`config.mk`:
```
export PLATFORM = sky130hd
export DESIGN_NAME = mda_glyph_fetch
export DESIGN_NICKNAME = d
export VERILOG_FILES = /design/src/rtl/mda_glyph_fetch.sv
export SDC_FILE = /design/constraint.sdc
export NUM_CORES = 1
export LEC_CHECK = 0
export CAP_MARGIN = 0
export CORE_MARGIN = 2
export CORE_UTILIZATION = 45
export DETAILED_ROUTE_END_ITERATION = 8
export PLACE_DENSITY_LB_ADDON = 0.3
export SLEW_MARGIN = 40
export SYNTH_ARGS = -nofsm -noshare
export SYNTH_HDL_FRONTEND = slang
export SYNTH_SLANG_ARGS = --single-unit
```
`constraint.sdc`:
```
create_clock -name clk -period 2.45 [get_ports clk]
set_clock_uncertainty 0.15 [all_clocks]
set_input_delay 0.735 -clock clk [delete_from_list [all_inputs] [get_ports clk]]
set_output_delay 0.735 -clock clk [all_outputs]
set_load 0.01 [all_outputs]
```
`src/rtl/mda_glyph_fetch.sv`:
```
// MDA text-path glyph sequencer: accepts {char code, scanline} requests, reads the
// glyph ROM bank for that scanline and streams 9-pixel cells through a hold/shift pair.
module mda_glyph_fetch #(
  parameter int unsigned GLYPH_ROWS = 13,
  parameter logic [7:0]  LINEGFX_LO = 8'hC0,
  parameter logic [7:0]  LINEGFX_HI = 8'hDF
) (
  input  logic       clk,
  input  logic       rst,
  input  logic       char_valid,
  output logic       char_ready,
  input  logic [7:0] char_code,
  input  logic [3:0] char_row,
  output logic [8:0] rom_raddr,
  output logic [3:0] rom_bank,
  input  logic [7:0] rom_rdata,
  input  logic       pix_adv,
  output logic       pix,
  output logic       pix_valid,
  output logic       underrun
);

  localparam logic [4:0] ROWS_L    = 5'(GLYPH_ROWS);
  localparam logic [3:0] CELL_PIXS = 4'd9;

  logic       fetch_pend_q, fetch_pend_d;
  logic       linegfx_q,    linegfx_d;
  logic [8:0] hold_q,       hold_d;
  logic       hold_valid_q, hold_valid_d;
  logic [8:0] sreg_q,       sreg_d;
  logic [3:0] count_q,      count_d;

  logic accept;
  logic blank_row;
  logic reload;

  function automatic logic is_linegfx(input logic [7:0] code);
    return (code >= LINEGFX_LO) && (code <= LINEGFX_HI);
  endfunction

  // Column 8 repeats column 7 only for box-drawing codes so lines join across cells.
  function automatic logic [8:0] build_cell(input logic [7:0] glyph, input logic dup);
    return {glyph, dup & glyph[0]};
  endfunction

  assign rom_raddr = {1'b0, char_code};
  assign rom_bank  = char_row;

  assign char_ready = !rst && !hold_valid_q && !fetch_pend_q;
  assign pix_valid  = (count_q != 4'd0);
  assign pix        = sreg_q[8] & pix_valid;
  assign underrun   = !rst && pix_adv && (count_q == 4'd0);

  assign accept    = char_valid && char_ready;
  assign blank_row = ({1'b0, char_row} >= ROWS_L);
  // Reload on the last consumed pixel so the next cell follows with no gap.
  assign reload    = hold_valid_q &&
                     ((count_q == 4'd0) || ((count_q == 4'd1) && pix_adv));

  // NOTE: every _d gets its current value first so no path leaves it unassigned
  // and no latch is inferred.
  always_comb begin
    fetch_pend_d = fetch_pend_q;
    linegfx_d    = linegfx_q;
    hold_d       = hold_q;
    hold_valid_d = hold_valid_q;
    sreg_d       = sreg_q;
    count_d      = count_q;

    // Accept needs hold and fetch idle, so it never collides with the fetch
    // completion or the reload below.
    if (accept) begin
      if (blank_row) begin
        hold_d       = build_cell(8'h00, 1'b0);
        hold_valid_d = 1'b1;
      end else begin
        fetch_pend_d = 1'b1;
        linegfx_d    = is_linegfx(char_code);
      end
    end

    if (fetch_pend_q) begin
      hold_d       = build_cell(rom_rdata, linegfx_q);
      hold_valid_d = 1'b1;
      fetch_pend_d = 1'b0;
    end

    if (reload) begin
      sreg_d       = hold_q;
      count_d      = CELL_PIXS;
      hold_valid_d = 1'b0;
    end else if (pix_adv && (count_q != 4'd0)) begin
      sreg_d  = {sreg_q[7:0], 1'b0};
      count_d = count_q - 4'd1;
    end
  end

  // NOTE: state registers use non-blocking assignments so every flop samples the
  // pre-edge values of the others.
  always_ff @(posedge clk) begin
    if (rst) begin
      fetch_pend_q <= 1'b0;
      linegfx_q    <= 1'b0;
      hold_q       <= 9'd0;
      hold_valid_q <= 1'b0;
      sreg_q       <= 9'd0;
      count_q      <= 4'd0;
    end else begin
      fetch_pend_q <= fetch_pend_d;
      linegfx_q    <= linegfx_d;
      hold_q       <= hold_d;
      hold_valid_q <= hold_valid_d;
      sreg_q       <= sreg_d;
      count_q      <= count_d;
    end
  end

endmodule

```
# Word-level counts from Yosys, hierarchy flattened
# Cells that the tools add are included.
dict set report word_totals {
  regBits 25
  inputBits 24
  out_inout_bits 17
  word_cells 49
}
dict set report op_classes {
  addsub 1
  order_cmp 3
  eq_ne 1
  muxes 11
  bitwise 4
  reduce_logical 22
}
# op count
set op_table {}
lappend op_table {{$mux 9} 5}
lappend op_table {{$logic_and 1x1->1} 9}
lappend op_table {{$ge 8x8->1 const B} 1}
lappend op_table {{$le 8x8->1 const B} 1}
lappend op_table {{$mux 4} 2}
lappend op_table {{$reduce_bool 2->1} 3}
lappend op_table {{$eq 4x1->1 const B} 1}
lappend op_table {{$ge 4x4->1 const B} 1}
lappend op_table {{$logic_not 4->1} 1}
lappend op_table {{$mux 1} 4}
lappend op_table {{$reduce_and 2->1} 2}
lappend op_table {{$reduce_bool 4->1} 1}
lappend op_table {{$sub 4x1->4 const B} 1}
lappend op_table {{$logic_not 1->1} 3}
lappend op_table {{$reduce_or 3->1} 1}
lappend op_table {{$and 1x1->1} 2}
lappend op_table {{$not 1->1} 2}
lappend op_table {{$reduce_or 2->1} 1}
lappend op_table {{$logic_or 1x1->1} 1}

# Logic depth before layout (Yosys ltp)
# Gate-level depths: netlist (run 1).
dict set report logic_depth {
  word_depth 6
  depth_mapped 7
  ltp_nobuf 6
}

# Worst setup path after synthesis (run 1)
# OpenSTA, ideal clock, no wires.
dict set report synth_timing {
  path_kind {in2out}
  from {input rst}
  to {output underrun}
  arrival_time_ns 1.383
  t_required_ns 1.565
  setup_slack_ns 0.182
  stages 3
  path_buffers 2
  cell_sequence {buf_2 clkbuf_1 nor3_1}
}
dict set report synth_between {
  elab_chain_cells 3
}
# element line_no
set synth_lines {}
lappend synth_lines {{start, declared} 9} ;# input logic rst,
lappend synth_lines {{$logic_not 1->1} 52} ;# assign underrun = !rst && pix_adv && (count_q == 4'd0);
lappend synth_lines {{$logic_and 1x1->1 (2 in a row)} 52}
lappend synth_lines {{end, declared} 20} ;# output logic underrun
# No other way between the ends.

# Worst setup path after layout (run 1)
dict set report layout_timing {
  from {register count_q[0]}
  to {output underrun}
}
dict set report layout_between {
  elab_chain_cells 2
}
# element line_no
set layout_lines {}
lappend layout_lines {{start, declared} 31} ;# logic [3:0] count_q, count_d;
lappend layout_lines {{start signal, assigned} 114} ;# count_q <= count_d;
lappend layout_lines {{$logic_not 4->1} 52}
lappend layout_lines {{$logic_and 1x1->1} 52}
# No other way between the ends.

==> metrics.md, run 1 <==
| Metric | Value |
|---|---|
| Status | complete, no violations |
| Startpoint class of the critical path | flop |
| Max clock buf depth | 2 |
| Synth async-reset ratio | 0% |
| CTS Root Cell | clkbuf_4 |
| Post-synth EDFFs | 0 |
| Drt drc | 0 |
| Leak | 0.640 nW |
| Synth area leaders | dfxtp_1 (38%), a311oi_2 (9.1%), buf_4 (7.4%), nor3_1 (4.5%), nand3_1 (3.4%) |
| Non-Filler Instances | 206 |
| Most frequent cells in the layout | dfxtp_1 (23), buf_4 (17), clkdlybuf4s50_1 (16), nand2_1 (10), nor3_1 (10) |
| Final hold slack | 0.328 ns |
| Total wire length | 2970 um |
| Critical path data required time | 1.56 ns |
| Worst-skew pair later-pin latency | 0.32 ns |
| Core area | 0.00278 sq mm |
| Die ar. | 0.00339 sq mm |
| Placement Cell Area | 0.00159 sq mm |
| Max-slew violations | 0 |
| Via count | 1169 |
| Rows | 19 |
| Post-route setup TNS | 0 ns |
| Yosys cell types | 36 |
| Grt total ovfl | 0 |
| Worst ir drop on vdd | 825 uV |
| Placed cell count | 197 |
| Antenna cells | 0 |
| Cts hold-fix bufs | 0 |
| Via-per-instance ratio | 5.67 |
| Pre-CTS WS | -0.478 ns |
| R2R Setup Slk | 0.60 ns |
| Power per cell area | 908 mW/mm^2 |
| Most common cell after layout, fill and taps aside | dfxtp_1 |
| RePlAce Congestion | 0.792 |
| Top-area cell type share of the netlist area | 37.8% |
| Antenna violations before repair | 0 |
| Path category of the worst min-delay check | reg -> reg |
| Final setup fails | 0 |
| Antenna-violating nets left | 0 |
| RSZ-0062 raised after global routing | true |
| Worst setup EP type | output port |
| Yosys warns | 0 |
| Final nets | 202 |
| Width of the die | 58.3 um |
| Maxcap violations | 0 |
| Final min period | 2.38 ns |
| Initial DRC count | 59 |
| Tcrit/Tclk final | 97.3% |
| Hpwl dp | 2100 um |
| Sequential share of the synthesized area | 37.8% |
| Initial core utilization | 47.6% |
| Layout cells sized above 1 | 26.3% |
| Syn-to-layout area delta | 26.0% |
| H-tree Lvls | 1 |
| Post-synthesis register bit count | 25 |
| Net Count, Synth | 176 |
| Largest net degree at the start of global routing | 31 |
| Fillers | 255 |
| # port buffers | 29 |
| Die Ht | 58.3 um |
| CTS tree | yes |
| Design area | 0.00167 sq mm |
| Crit Path Max Fanout | 3 |
| Clk slew on worst S/H paths | 0.14 ns |
| Post-route worst setup slack | 0.0668 ns |
| First-pass GRT wire length | 5110 um |
| Worst Path Arrival | 1.50 ns |
| Via count of the first global-routing pass | 1216 |
| FMAX | 420 MHz |
| Multi-input gate area | 677 sq um |
| Mean cell area of the mapped netlist | 8.83 sq um |
| WS Path Type | reg -> out |
| GR Util All Layers | 19.1% |
| Cell count after synthesis | 150 |
| Final hold vios | 0 |
| Cell Area, Synth | 0.00133 sq mm |
| Wire per inst | 14.4 um |
| Number of I/O pins | 41 |
| Area leader, netlist | dfxtp_1 |
| Total CTS buffers | 3 |
| Clock sinks | 25 |
| Main synth FF type | dfxtp_1 |
| Register area | 503 sq um |
| DR pass1 iterations | 5 |
-- worst max-delay path, cell delays in order, from the launching register on --
cell and delay, ns:
dfxtp_2 0.35, inv_2 0.07, ha_4 0.13, nor3b_4 0.19, inv_2 0.08, buf_6 0.13, nor3_4 0.09, buf_2 0.15
-- cells in the mapped netlist (2+ instances only) --
library cell and n:
nand2_1 10, a21oi_1 5, nor3_1 12, nor2_1 4, nand3_1 9, o41ai_1 3
ha_1 2, buf_2 5, clkbuf_1 6, or3b_2 3, inv_1 5, o21ai_0 9
o22ai_1 6, dfxtp_1 25, mux2i_1 2, buf_4 13, a311oi_2 8, inv_2 2
or3b_1 4
-- report_power, final --
group	internal [mW]	switching (mW)	total (mW)
Clock	0.0611	0.127	0.188
Sequential	0.482	0.0496	0.531
Combinational	0.392	0.404	0.796
-- what timing repair did --
action / in CTS / in global routing
setup endpoints to repair: 11 / 3
endpoints found under the hold margin: 0 / 0
pin swaps: 0 / 1
buffers inserted: 2 / 3
gates resized for setup: 23 / 10
-- worst paths after layout --
kind | startpoint | depth (start not counted) | end
min reg2reg | hold_q[8] | 2 | hold_q[8]
min | hold_q[8] | 2 | hold_q[8]
max reg2reg | count_q[3] | 4 | sreg_q[5]
max | count_q[0] | 7 | underrun
-- layout make-up --
class / count / area share [%]
flip-flops and latches: 25 / 30.1
repair buffers: 46 / 23.8
clock inverters: 1 / 0.300
well taps: 31 / 2.32
multi-input cells: 93 / 40.6
clock buffers: 3 / 1.35
inverters: 7 / 1.57
-- cells by family (layout without fill, tap and decap cells) --
| group | after synthesis | in the layout | share of synthesized area (%) |
|---|---|---|---|
| simple gates | 52 | 52 | 22.5 |
| compound gates | 36 | 36 | 22.3 |
| buf+inv | 32 | 57 | 13.8 |
| flops | 25 | 25 | 37.8 |
| fa+ha+maj | 2 | 2 | 1.89 |
| mux | 2 | 2 | 1.51 |
| other cells | 1 | 1 | 0.283 |
-- state kept, by name, summed over array words and instances, names as in the netlist --
register,flops
hold_q,9
sreg_q,9
count_q,4
fetch_pend_q,1
hold_valid_q,1
linegfx_q,1
-- metal layers --
metal / global-route usage [%] / wire [um]
met1: 24.3 / 1350
met2: 32.3 / 1400
met3: 3.35 / 172
met4: 6.64 / 51
met5: 0 / 0
-- metrics by stage --
stage / utilization, % / power [mW]
global route: 60.0 / 1.63
detailed placement: 57.1 / 1.19
floorplan: - / 0.938
finish: 60.0 / 1.52
global placement: 57.1 / 1.17
CTS: 58.7 / 1.42
Power figures use the tool's default switching activity.
==> run 2: changes to the inputs <==
- MAX_ROUTING_LAYER: not set -> met4
==> metrics.md, run 2 (same netlist as run 1, synthesis figures left out) <==
| Metric | Value |
|---|---|
| Max-slew violations | 0 (unchanged) |
| Drt drc | 0 (unchanged) |
| Met2 WL | 1380 um (-1.0%) |
| Number of I/O pins | 41 (unchanged) |
| Leak | 0.640 nW (unchanged) |
| H-tree Lvls | 1 (unchanged) |
| Worst Reg-to-Reg Cells | 4 (unchanged) |
| Total power | 1.52 mW (+0.11%) |
| Clock sinks | 25 (unchanged) |
| Final hold vios | 0 (unchanged) |
| Post-layout util | 60.0% (unchanged) |
| Worst setup EP type | output port |
| First-pass GRT wire length | 5110 um (unchanged) |
| Antenna-violating nets left | 0 (unchanged) |
| Via count | 1176 (+0.60%) |
| Hold depth | 2 (unchanged) |
| Via-per-instance ratio | 5.71 (+0.60%) |
| Most frequent cells in the layout | dfxtp_1 (23), buf_4 (17), clkdlybuf4s50_1 (16), nand2_1 (10), nor3_1 (10) |
| Status | complete, no violations |
| Final min period | 2.39 ns (+0.00481 ns) |
| RePlAce Congestion | 0.803 (+1.4%) |
| Initial DRC count | 58 (-1.7%) |
| Die ar. | 0.00339 sq mm (unchanged) |
| Critical path data required time | 1.56 ns (about the same) |
| CP max stage delay | 0.35 ns (about the same) |
| Final nets | 202 (unchanged) |
| Maxcap violations | 0 (unchanged) |
| Startpoint class of the critical path | flop |
| Top Metal Used | met4 |
| Path category of the worst min-delay check | reg -> reg |
| Initial core utilization | 47.6% (unchanged) |
| Cell mode on critical path | inv_2 |
| Tcrit/Tclk final | 97.5% (+0.20 points) |
| Max clock buf depth | 2 (unchanged) |
| Layout cells sized above 1 | 26.3% (unchanged) |
| Total CTS buffers | 3 (unchanged) |
| Core area | 0.00278 sq mm (unchanged) |
| Worst ir drop on vdd | 827 uV (+0.22%) |
| DR pass1 iterations | 4 (-1) |
| # port buffers | 29 (unchanged) |
| RSZ-0062 raised after global routing | true |
| Clk slew on worst S/H paths | 0.14 ns (about the same) |
| Most common cell after layout, fill and taps aside | dfxtp_1 |
| Final setup fails | 0 (unchanged) |
| Syn-to-layout area delta | 26.0% (unchanged) |
| WS Path Type | reg -> out |
| GR Util All Layers | 19.6% (+0.57 points) |
| CTS tree | yes |
| Hpwl dp | 2100 um (unchanged) |
| Met3 WL post-DR | 114 um (-34%) |
| Biggest regs | hold_q (9), sreg_q (9), count_q (4) |
| CTS Root Cell | clkbuf_4 |
| Power per cell area | 909 mW/mm^2 (+0.11%) |
| Via count of the first global-routing pass | 1217 (+0.082%) |
| CP max stage cell | dfxtp_2 |
| Antenna violations before repair | 0 (unchanged) |
| Grt total ovfl | 0 (unchanged) |
| Critical path cell sequence | inv_2 -> ha_4 -> nor3b_4 -> inv_2 -> buf_6 -> nor3_4 -> buf_2 |
| Largest net degree at the start of global routing | 31 (unchanged) |
| Placed cell count | 197 (unchanged) |
| Rows | 19 (unchanged) |
| Worst-skew pair later-pin latency | 0.32 ns (about the same) |
| Post-route setup TNS | 0 ns (unchanged) |
| Die Ht | 58.3 um (unchanged) |
| Antenna cells | 0 (unchanged) |
| Non-Filler Instances | 206 (unchanged) |
| Crit Path Max Fanout | 3 (unchanged) |
| Worst Path Arrival | 1.50 ns (about the same) |
| Width of the die | 58.3 um (unchanged) |
| Fillers | 255 (unchanged) |
| Total wire length | 2960 um (-0.47%) |
| FMAX | 419 MHz (-0.20%) |
| Wire per inst | 14.3 um (-0.47%) |
| Routed length on met1 | 1410 um (+4.2%) |
run 2: worst max-delay path: cells and delay by family, from the launching register on:
kind                       cells  cell delay (ns)
adders and majority gates      1             0.13
buffers and inverters          4             0.43
DFF                            1             0.35
and+or+nand+nor                2             0.28
run 2: path summary, 6_finish.rpt:
kind	from	slack (ns)	to
setup reg to reg	count_q[3]	0.60	sreg_q[5]
hold / removal	hold_q[8]	0.33	hold_q[8]
setup / recovery	count_q[0]	0.06	underrun
hold reg to reg	hold_q[8]	0.33	hold_q[8]
run 2: cell type report:
type	count	area [sq um]	share of cell area, %
well taps	31	38.8	2.32
multi-input cells	93	677	40.6
flip-flops and latches	25	503	30.1
clock inverters	1	5.00	0.300
repair buffers	46	397	23.8
clock buffers	3	22.5	1.35
inverters	7	26.3	1.57
run 2: repair_timing:
item,CTS,global route
resized for setup,23,10
setup endpoints to repair,11,3
hold buffers,0,0
buffers inserted,2,3
pin swaps,0,1
run 2: through the flow:
| stage | hold slack, ns | worst slack [ns] | instance area (sq um) |
|---|---|---|---|
| global placement | 0.310 | -0.478 | 1590 |
| detailed placement | 0.312 | -0.478 | 1590 |
| global route | 0.356 | -0.0152 | 1670 |
| CTS | 0.332 | -0.139 | 1630 |
| floorplan | 0.290 | 0.182 | 1330 |
| finish | 0.328 | 0.0620 | 1670 |
run 2: power by group:
part | internal (mW) | switching [mW] | leakage [nW] | total (mW)
logic | 0.392 | 0.404 | 0.418 | 0.796
clock network | 0.0612 | 0.129 | 0.0177 | 0.190
registers | 0.482 | 0.0491 | 0.205 | 0.531
total | 0.935 | 0.582 | 0.640 | 1.52
run 2: metal layers:
metal,up-vias,global-route usage (%)
met3,4,3.13
met1,558,24.4
met4,0,6.64
met2,29,32.3
met5,-,-
li1,585,-
